## src/rtl/wm8731_i2c_responder.sv

```systemverilog
`timescale 1ns/1ps
// wm8731_i2c_responder
//   I2C write-only target modelling the WM8731 control port. It accepts
//   3-byte writes {DEV_ADDR,0} / {reg[6:0],data[8]} / data[7:0] and updates a
//   ten-entry shadow register file. Register 15 restores all defaults.
//   Contents are read back through rd_addr/rd_data, never over I2C.
//
// Ports
//   iCLK, iRST_N     system clock, asynchronous active-low reset
//   scl_in, sda_in   asynchronous bus lines, oversampled on iCLK
//   sda_oe           1 = pull SDA low (ACK)
//   rd_addr/rd_data  combinational shadow read port (0 beyond R9)
//   wr_valid         one-cycle pulse per committed write (incl. reg 15)
//   wr_addr/wr_data  address/data of the last commit
//   bad_reg          one-cycle pulse for a complete write to an unimplemented reg
//   busy             high between START and STOP
//
// Build option
//   I2C_RESP_GLITCH_FILTER_EN: adds a 3-sample majority filter after the
//   synchronizers (rejects 1-cycle pulses, detection latency 5 iCLK).
module wm8731_i2c_responder #(
  parameter logic [6:0]  DEV_ADDR    = 7'h1A,
  parameter int unsigned SYS_DIV_MIN = 4
) (
  input  logic       iCLK,
  input  logic       iRST_N,
  input  logic       scl_in,
  input  logic       sda_in,
  output logic       sda_oe,
  input  logic [3:0] rd_addr,
  output logic [8:0] rd_data,
  output logic       wr_valid,
  output logic [6:0] wr_addr,
  output logic [8:0] wr_data,
  output logic       bad_reg,
  output logic       busy
);

  if (SYS_DIV_MIN < 3) begin : g_div_check
    $error("SYS_DIV_MIN must be at least 3 iCLK per SCL half-period");
  end

  typedef enum logic [2:0] {
    S_IDLE, S_ADDR, S_ACK_A, S_BYTE1, S_ACK_1, S_BYTE2, S_ACK_2, S_DRAIN
  } state_t;

  localparam logic [8:0] SHADOW_DEF [10] = '{
    9'h097, 9'h097, 9'h079, 9'h079, 9'h00A,
    9'h008, 9'h09F, 9'h00A, 9'h000, 9'h000
  };

  // Input conditioning. Lines idle high, so reset to 1 to avoid a false edge.
  logic [1:0] r_scl_sync, r_sda_sync;
  logic       w_scl, w_sda;

  always_ff @(posedge iCLK or negedge iRST_N) begin
    if (!iRST_N) begin
      r_scl_sync <= '1;
      r_sda_sync <= '1;
    end else begin
      r_scl_sync <= {r_scl_sync[0], scl_in};
      r_sda_sync <= {r_sda_sync[0], sda_in};
    end
  end

`ifdef I2C_RESP_GLITCH_FILTER_EN
  logic [2:0] r_scl_hist, r_sda_hist;
  logic       r_scl_filt, r_sda_filt;

  always_ff @(posedge iCLK or negedge iRST_N) begin
    if (!iRST_N) begin
      r_scl_hist <= '1;
      r_sda_hist <= '1;
      r_scl_filt <= 1'b1;
      r_sda_filt <= 1'b1;
    end else begin
      r_scl_hist <= {r_scl_hist[1:0], r_scl_sync[1]};
      r_sda_hist <= {r_sda_hist[1:0], r_sda_sync[1]};
      r_scl_filt <= (r_scl_hist[0] & r_scl_hist[1]) | (r_scl_hist[0] & r_scl_hist[2]) |
                    (r_scl_hist[1] & r_scl_hist[2]);
      r_sda_filt <= (r_sda_hist[0] & r_sda_hist[1]) | (r_sda_hist[0] & r_sda_hist[2]) |
                    (r_sda_hist[1] & r_sda_hist[2]);
    end
  end

  assign w_scl = r_scl_filt;
  assign w_sda = r_sda_filt;
`else
  assign w_scl = r_scl_sync[1];
  assign w_sda = r_sda_sync[1];
`endif

  logic r_scl_prev, r_sda_prev;
  logic w_scl_rise, w_scl_fall, w_start, w_stop;

  always_ff @(posedge iCLK or negedge iRST_N) begin
    if (!iRST_N) begin
      r_scl_prev <= 1'b1;
      r_sda_prev <= 1'b1;
    end else begin
      r_scl_prev <= w_scl;
      r_sda_prev <= w_sda;
    end
  end

  // START/STOP need SCL high in both samples, so an SDA change landing in
  // the same sample as an SCL edge is treated as ordinary data.
  assign w_scl_rise = w_scl & ~r_scl_prev;
  assign w_scl_fall = ~w_scl & r_scl_prev;
  assign w_start    = w_scl & r_scl_prev & r_sda_prev & ~w_sda;
  assign w_stop     = w_scl & r_scl_prev & ~r_sda_prev & w_sda;

  state_t     r_state, w_state_nxt;
  logic [7:0] r_shift, r_byte1;
  logic [2:0] r_cnt;
  logic       r_full;

  always_ff @(posedge iCLK or negedge iRST_N) begin
    if (!iRST_N) r_state <= S_IDLE;
    else         r_state <= w_state_nxt;
  end

  always_comb begin
    w_state_nxt = r_state;
    if (w_stop) begin
      w_state_nxt = S_IDLE;
    end else if (w_start) begin
      w_state_nxt = S_ADDR;
    end else if (w_scl_fall) begin
      unique case (r_state)
        S_ADDR:  if (r_full) w_state_nxt = (r_shift == {DEV_ADDR, 1'b0}) ? S_ACK_A : S_DRAIN;
        S_ACK_A: w_state_nxt = S_BYTE1;
        S_BYTE1: if (r_full) w_state_nxt = S_ACK_1;
        S_ACK_1: w_state_nxt = S_BYTE2;
        S_BYTE2: if (r_full) w_state_nxt = S_ACK_2;
        S_ACK_2: w_state_nxt = S_DRAIN;
        default: w_state_nxt = r_state;
      endcase
    end
  end

  logic       w_sda_oe_nxt, w_commit, w_hit, w_clear, w_bad, w_shift_en;
  logic [6:0] w_reg;
  logic [8:0] w_data;

  always_comb begin
    w_sda_oe_nxt = w_state_nxt inside {S_ACK_A, S_ACK_1, S_ACK_2};
    // Only an SCL fall moves ACK_2 to DRAIN; START/STOP go elsewhere.
    w_commit     = (r_state == S_ACK_2) && (w_state_nxt == S_DRAIN);
    w_reg        = r_byte1[7:1];
    w_data       = {r_byte1[0], r_shift};
    w_hit        = w_commit && (w_reg < 7'd10);
    w_clear      = w_commit && (w_reg == 7'd15);
    w_bad        = w_commit && !(w_reg < 7'd10) && (w_reg != 7'd15);
    w_shift_en   = w_scl_rise && !r_full && (r_state inside {S_ADDR, S_BYTE1, S_BYTE2});
  end

  logic       r_sda_oe, r_wr_valid, r_bad_reg;
  logic [6:0] r_wr_addr;
  logic [8:0] r_wr_data;

  always_ff @(posedge iCLK or negedge iRST_N) begin
    if (!iRST_N) begin
      r_shift    <= '0;
      r_byte1    <= '0;
      r_cnt      <= '0;
      r_full     <= 1'b0;
      r_sda_oe   <= 1'b0;
      r_wr_valid <= 1'b0;
      r_bad_reg  <= 1'b0;
      r_wr_addr  <= '0;
      r_wr_data  <= '0;
    end else begin
      r_sda_oe   <= w_sda_oe_nxt;
      r_wr_valid <= w_hit | w_clear;
      r_bad_reg  <= w_bad;
      if (w_hit) begin
        r_wr_addr <= w_reg;
        r_wr_data <= w_data;
      end else if (w_clear) begin
        r_wr_addr <= 7'd15;
      end
      // A repeated START inside ADDR keeps the state, so it must restart the count too.
      if (w_start || (r_state != w_state_nxt)) begin
        r_cnt  <= '0;
        r_full <= 1'b0;
      end else if (w_shift_en) begin
        r_shift <= {r_shift[6:0], w_sda};
        r_cnt   <= r_cnt + 3'd1;
        if (r_cnt == 3'd7) r_full <= 1'b1;
      end
      if ((r_state == S_BYTE1) && (w_state_nxt == S_ACK_1)) r_byte1 <= r_shift;
    end
  end

  logic [8:0] r_shadow [10];

  always_ff @(posedge iCLK or negedge iRST_N) begin
    if (!iRST_N) begin
      for (int unsigned i = 0; i < 10; i++) r_shadow[i] <= SHADOW_DEF[i];
    end else if (w_clear) begin
      for (int unsigned i = 0; i < 10; i++) r_shadow[i] <= SHADOW_DEF[i];
    end else if (w_hit) begin
      r_shadow[w_reg[3:0]] <= w_data;
    end
  end

  always_comb begin
    rd_data = '0;
    if (rd_addr < 4'd10) rd_data = r_shadow[rd_addr];
  end

  assign sda_oe   = r_sda_oe;
  assign wr_valid = r_wr_valid;
  assign wr_addr  = r_wr_addr;
  assign wr_data  = r_wr_data;
  assign bad_reg  = r_bad_reg;
  assign busy     = (r_state != S_IDLE);

endmodule
```

## config.mk

```make
export PLATFORM = sky130hd
export DESIGN_NAME = wm8731_i2c_responder
export DESIGN_NICKNAME = d
export VERILOG_FILES = /design/src/rtl/wm8731_i2c_responder.sv
export SDC_FILE = /design/constraint.sdc
export NUM_CORES = 1
export LEC_CHECK = 0
export CAP_MARGIN = 10
export CORE_MARGIN = 3
export CORE_UTILIZATION = 45
export DETAILED_ROUTE_END_ITERATION = 6
export PLACE_DENSITY = 0.7
export SLEW_MARGIN = 20
export SYNTH_ARGS = -nofsm -noshare
export SYNTH_HDL_FRONTEND = slang
export SYNTH_SLANG_ARGS = --single-unit
```

## constraint.sdc

```tcl
create_clock -name iCLK -period 2.2 [get_ports iCLK]
set_input_delay 0.22 -clock iCLK [delete_from_list [all_inputs] [get_ports iCLK]]
set_output_delay 0.22 -clock iCLK [all_outputs]
set_load 0.1 [all_outputs]
```

Word-level counts from Yosys, hierarchy flattened
Cells that the tools add are included.

word-level totals
  flip-flop bits (word level) = 138
  latch bits = 0
  RAM bits = 0
  ROM bits = 0
  input port bits = 8
  output and inout port bits = 29
  word-level logic and storage cells = 104
  memories = 0

cells by class
  $add $sub $neg = 1
  multipliers = 0
  div/mod/pow operators = 0
  magnitude comparators = 5
  equal/unequal tests = 15
  shift-type cells = 0
  muxes and demuxes = 24
  bitwise logic cells = 15
  reduce and logical (&&, ||, !) cells = 20

operators by type and width
  cell                count
  $mux 90             2
  $bwmux 90           1
  $bmux 9 s4          1
  $demux 9 s4         1
  $mux 9              4
  $mux 3              9
  $eq 3x3->1 const B  7
  $pmux 3 s6          1
  $mux 7              2
  $ge 5x5->1 const B  2
  $not 4->5           2
  $eq 3x2->1 const B  3
  $logic_and 1x1->1   9
  $reduce_bool 3->1   3
  $eq 8x6->1 const B  1
  $and 1x1->1         7
  $eq 7x4->1 const B  1
  $lt 7x4->1 const B  1
  $ne 7x4->1 const B  1
  $reduce_bool 2->1   3
  $lt 5x1->1 const B  1
  $not 1->1           5
  $lt 4x4->1 const B  1
  $reduce_and 2->1    2
  other kinds (7)     10

Depth between registers and ports, before layout
  word-level depth = 12
  gate-level depth with buffers = 7
  gate-level depth less buffers = 4

Worst setup path after synthesis
OpenSTA, ideal clock, no wires.

  kind = input to output
  start = in rd_addr[1]
  end = out rd_data[0]
  arrival = 2.604 ns
  data required time = 1.980 ns
  setup slack = -0.624 ns
  stages = 5
  buffers on the path = 2
  cell sequence = buf_2 buf_1 nor2_1 a221oi_1 a21oi_1

on the way
  word-level cells in the longest chain between the ends = 5
  elaborated cells between the ends (all ways) = 6
  classes of those cells = order compare: 1; mux: 4; bitwise: 1

ends and longest elaborated chain
  item                                       RTL line  RTL
  start: declaration                         30        input logic [3:0] rd_addr,
  $not 4->5 (not written as such)            210       if (rd_addr < 4'd10) rd_data = r_shadow[rd_addr];
  $bmux 9 s4                                 210
  $mux 9 (not written as such) (2 in a row)  210
  $mux 9 *                                   210
  end: declaration                           31        output logic [8:0] rd_data,

Mark *: on every way between the ends. The rest lies on a longest branch, timed or not. The select of a mux whose other input is x is not followed.

Worst setup path in the final report
  start = reg r_shadow[86] (netlist bit)
  end = out rd_data[5]

on the way
  word-level cells in the longest chain between the ends = 4

ends and longest elaborated chain
  item                                       RTL line  RTL
  start: declaration                         196       logic [8:0] r_shadow [10];
  start signal: indexed assignment           204       r_shadow[w_reg[3:0]] <= w_data;
  $bmux 9 s4                                 210
  $mux 9 (not written as such) (2 in a row)  210
  $mux 9                                     210

Every way passes these cells. The select of a mux whose other input is x is not followed.

==> results.json <==
{
  "grt_pass1_wl_mm": 26.3,
  "detail_route.first_pass.iterations": 6,
  "cellPowerDensity_nw_per_um2": 849,
  "synth_area_um2": 6450,
  "max_slew_margin_pct": 49.8,
  "drt_iter0_drc": 413,
  "fin_crit_sh_pct": 97.9,
  "fin_skew_ns": 0.00655,
  "largest_reg_flops": 90,
  "cp_slowest_stage_delay_ns": 0.49,
  "ys_seq_area_share_pct": 54.2,
  "clock-sinks": 138,
  "synthMostInstantiatedCell": "dfrtp_1",
  "finalNetCount": 572,
  "grt_pass1_vias": 4749,
  "r2r_cells": 5,
  "endpoint_kind": "primary output",
  "synth_edf_count": 0,
  "syn-mean-instance-area_um2": 13.0,
  "whs_path_depth": 1,
  "root_buffer": "clkbuf_16",
  "ir_drop_mv": 0.709,
  "synth.top_cells.by_count": "dfrtp_1, a22o_1, nand2_1",
  "finalPower_mw": 6.88,
  "finalCoreUtilization_pct": 58.1,
  "final_max_slew_viol_count": 0,
  "postRouteAntennaNets": 0,
  "crit_required_ns": 1.98,
  "critPathBufInv": 1,
  "drive_above_1_share_pct": 42.2,
  "layout_setup_ws_ns": 0.0465,
  "timing.max_cap.violations": 0,
  "grt_overflow": 0,
  "critPathArrivalTime_ns": 1.93,
  "antenna_found_initial": 0,
  "drc_errors": 0,
  "num_rows": 43,
  "cp-start-kind": "register",
  "die_area_um2": 15800,
  "grt_usage_pct": 21.3,
  "fin_crit_ns": 2.15,
  "ios": 37,
  "synth_top_family_by_area": "multiplexers",
  "worst_slew_pin_slew_ns": 0.751,
  "path_delay_family": "multiplexers",
  "synth_cell_type_count": 52,
  "gp_congestion": 0.856,
  "io_buffers": 36,
  "yosysWarnings": 0,
  "synth-main-ff-cell": "dfrtp_1",
  "routedWlPerCell_um": 21.4,
  "ys_ff_latch": 138,
  "antenna_cells": 0,
  "rsz0062_at_grt": "true",
  "cts_tree": "done",
  "totalWireLength_mm": 16.1,
  "synth_adder_area_share_pct": 0.388,
  "synth_top_area_share_pct": 39.2,
  "synth_xor_area_share_pct": 0,
  "synth_compound_gate_area_share_pct": 13.0,
  "syn_to_final_growth_pct": 25.6,
  "clock_path_buffers": 2,
  "clk_pin_slew_ns": 0.05,
  "synth_area_leaders": "dfrtp_1, dfstp_2, a22o_1",
  "finalHoldViolCount": 0,
  "grt_max_degree": 63,
  "vias": 4575,
  "hold_slack_ns": 0.209,
  "coreArea_um2": 13900,
  "r2r_slack_ns": 0.10,
  "synth-simple-area-share_pct": 12.1,
  "fmax_mhz": 464,
  "chipHeight_um": 126,
  "outcome": "complete, no violations",
  "crit_fanout": 2,
  "setup-violations-final": 0,
  "leakage_nw": 3.81,
  "regMostFlops": "r_shadow",
  "cp_cell_sequence": "mux4_2, a221oi_2, a21oi_4, buf_12",
  "hp-class": "in2reg",
  "muxShareOfSynthArea_pct": 17.5,
  "postSynthNetCount": 508,
  "async_reset_ff_share_pct": 100,
  "start_util_pct": 46.3,
  "dp_slack_ns": -0.0241,
  "worst_skew_pair.late_latency_ns": 0.42,
  "worstSetupPathType": "reg2out",
  "cts_buffers": 17,
  "hpwl_mm": 10.8,
  "yosysTopAreaCell": "dfrtp_1",
  "syn_inst": 498,
  "slowest_stage": "mux4_2",
  "die_w_um": 126,
  "detail_route.vias_per_cell": 6.07,
  "htree_levels": 4,
  "cp.depth": 4
}
==> power by group <==
group	leakage, nW	switching [mW]	internal (mW)
registers	1.77	0.0832	2.66
clock network	0.304	1.05	2.04
logic	1.73	0.710	0.337
==> timing repair <==
item | CTS | global route
pin swaps | 0 | 3
hold buffers | 1 | 0
setup endpoints to repair | 17 | 16
resized for setup | 7 | 6
buffers inserted | 0 | 4
endpoints found under the hold margin | 43 | 0
==> worst paths after layout <==
kind	startpoint	to
max	r_shadow[86]$_DFFE_PN0P_	rd_data[5]
min	sda_in	r_sda_sync[0]$_DFF_PN1_
max reg2reg	r_scl_prev$_DFF_PN1_	r_shadow[25]$_DFFE_PN0P_
min reg2reg	r_sda_sync[0]$_DFF_PN1_	r_sda_sync[1]$_DFF_PN1_
max in group asynchronous	iRST_N	r_shadow[54]$_DFFE_PN1P_
min in group asynchronous	iRST_N	r_shadow[17]$_DFFE_PN0P_
==> cell families (layout without fill, tap and decap cells) <==
| logic type | count (synthesis) | in the layout |
|---|---|---|
| compound gates | 105 | 105 |
| simple gates | 128 | 128 |
| buf+inv | 40 | 116 |
| mux | 85 | 85 |
| flops | 138 | 138 |
| fa+ha+maj | 2 | 2 |
==> metrics by stage <==
| step | TNS [ns] | cell area (um2) | instances |
|---|---|---|---|
| floorplan | -0.0103 | 6550 | 498 |
| global placement | 0 | 7350 | 718 |
| detailed placement | -0.0645 | 7350 | 718 |
| CTS | -0.0561 | 8040 | 750 |
| global route | -0.0404 | 8100 | 754 |
| finish | 0 | 8100 | 754 |
==> routing by layer <==
metal  GRT usage [%]  part of all wire (%)  vias up
met5               0                     0        -
li1                -                     -     2013
met3            6.45                   5.6       28
met1            28.5                    44     2392
met2            33.3                    48      142
met4            7.44                   1.8        0
==> worst reg2reg max path: stages, from the launching register on <==
cell	delay (ns)
dfstp_2	0.62
and4b_1	0.31
nand3_4	0.23
nor3_4	0.24
buf_4	0.22
mux2_2	0.35
==> area by class of cell <==
class                           instances  area (um2)
Multi-Input combinational cell        320        2950
Clock inverter                         10         191
Tap cell                              180         225
Sequential cell                       138        3500
Inverter                                4        15.0
Timing Repair Buffer                   81         774
Fill cell                            1110        5830
Clock buffer                           21         450
==> layout by cell type, fill, tap and decap left out, types with 5 or more instances in the layout <==
cell             synthesis  layout
nand4_1                  6       6
a21oi_4                  0       8
mux2i_1                 26      26
mux4_2                  18      18
a21oi_1                 18       8
nand3_1                  7       7
a22o_1                  53      53
clkbuf_16                0      17
mux2_2                  41      41
nor2b_1                 12      12
bufinv_16                0       5
nor2_1                  17      16
clkdlybuf4s50_1          0       5
a221oi_2                 0       9
dfstp_2                 37      37
nand2_1                 43      42
dfrtp_1                101     101
o22a_1                   9       9
buf_4                    1      61
buf_12                   0      12
(Power assumes the default switching activity.)
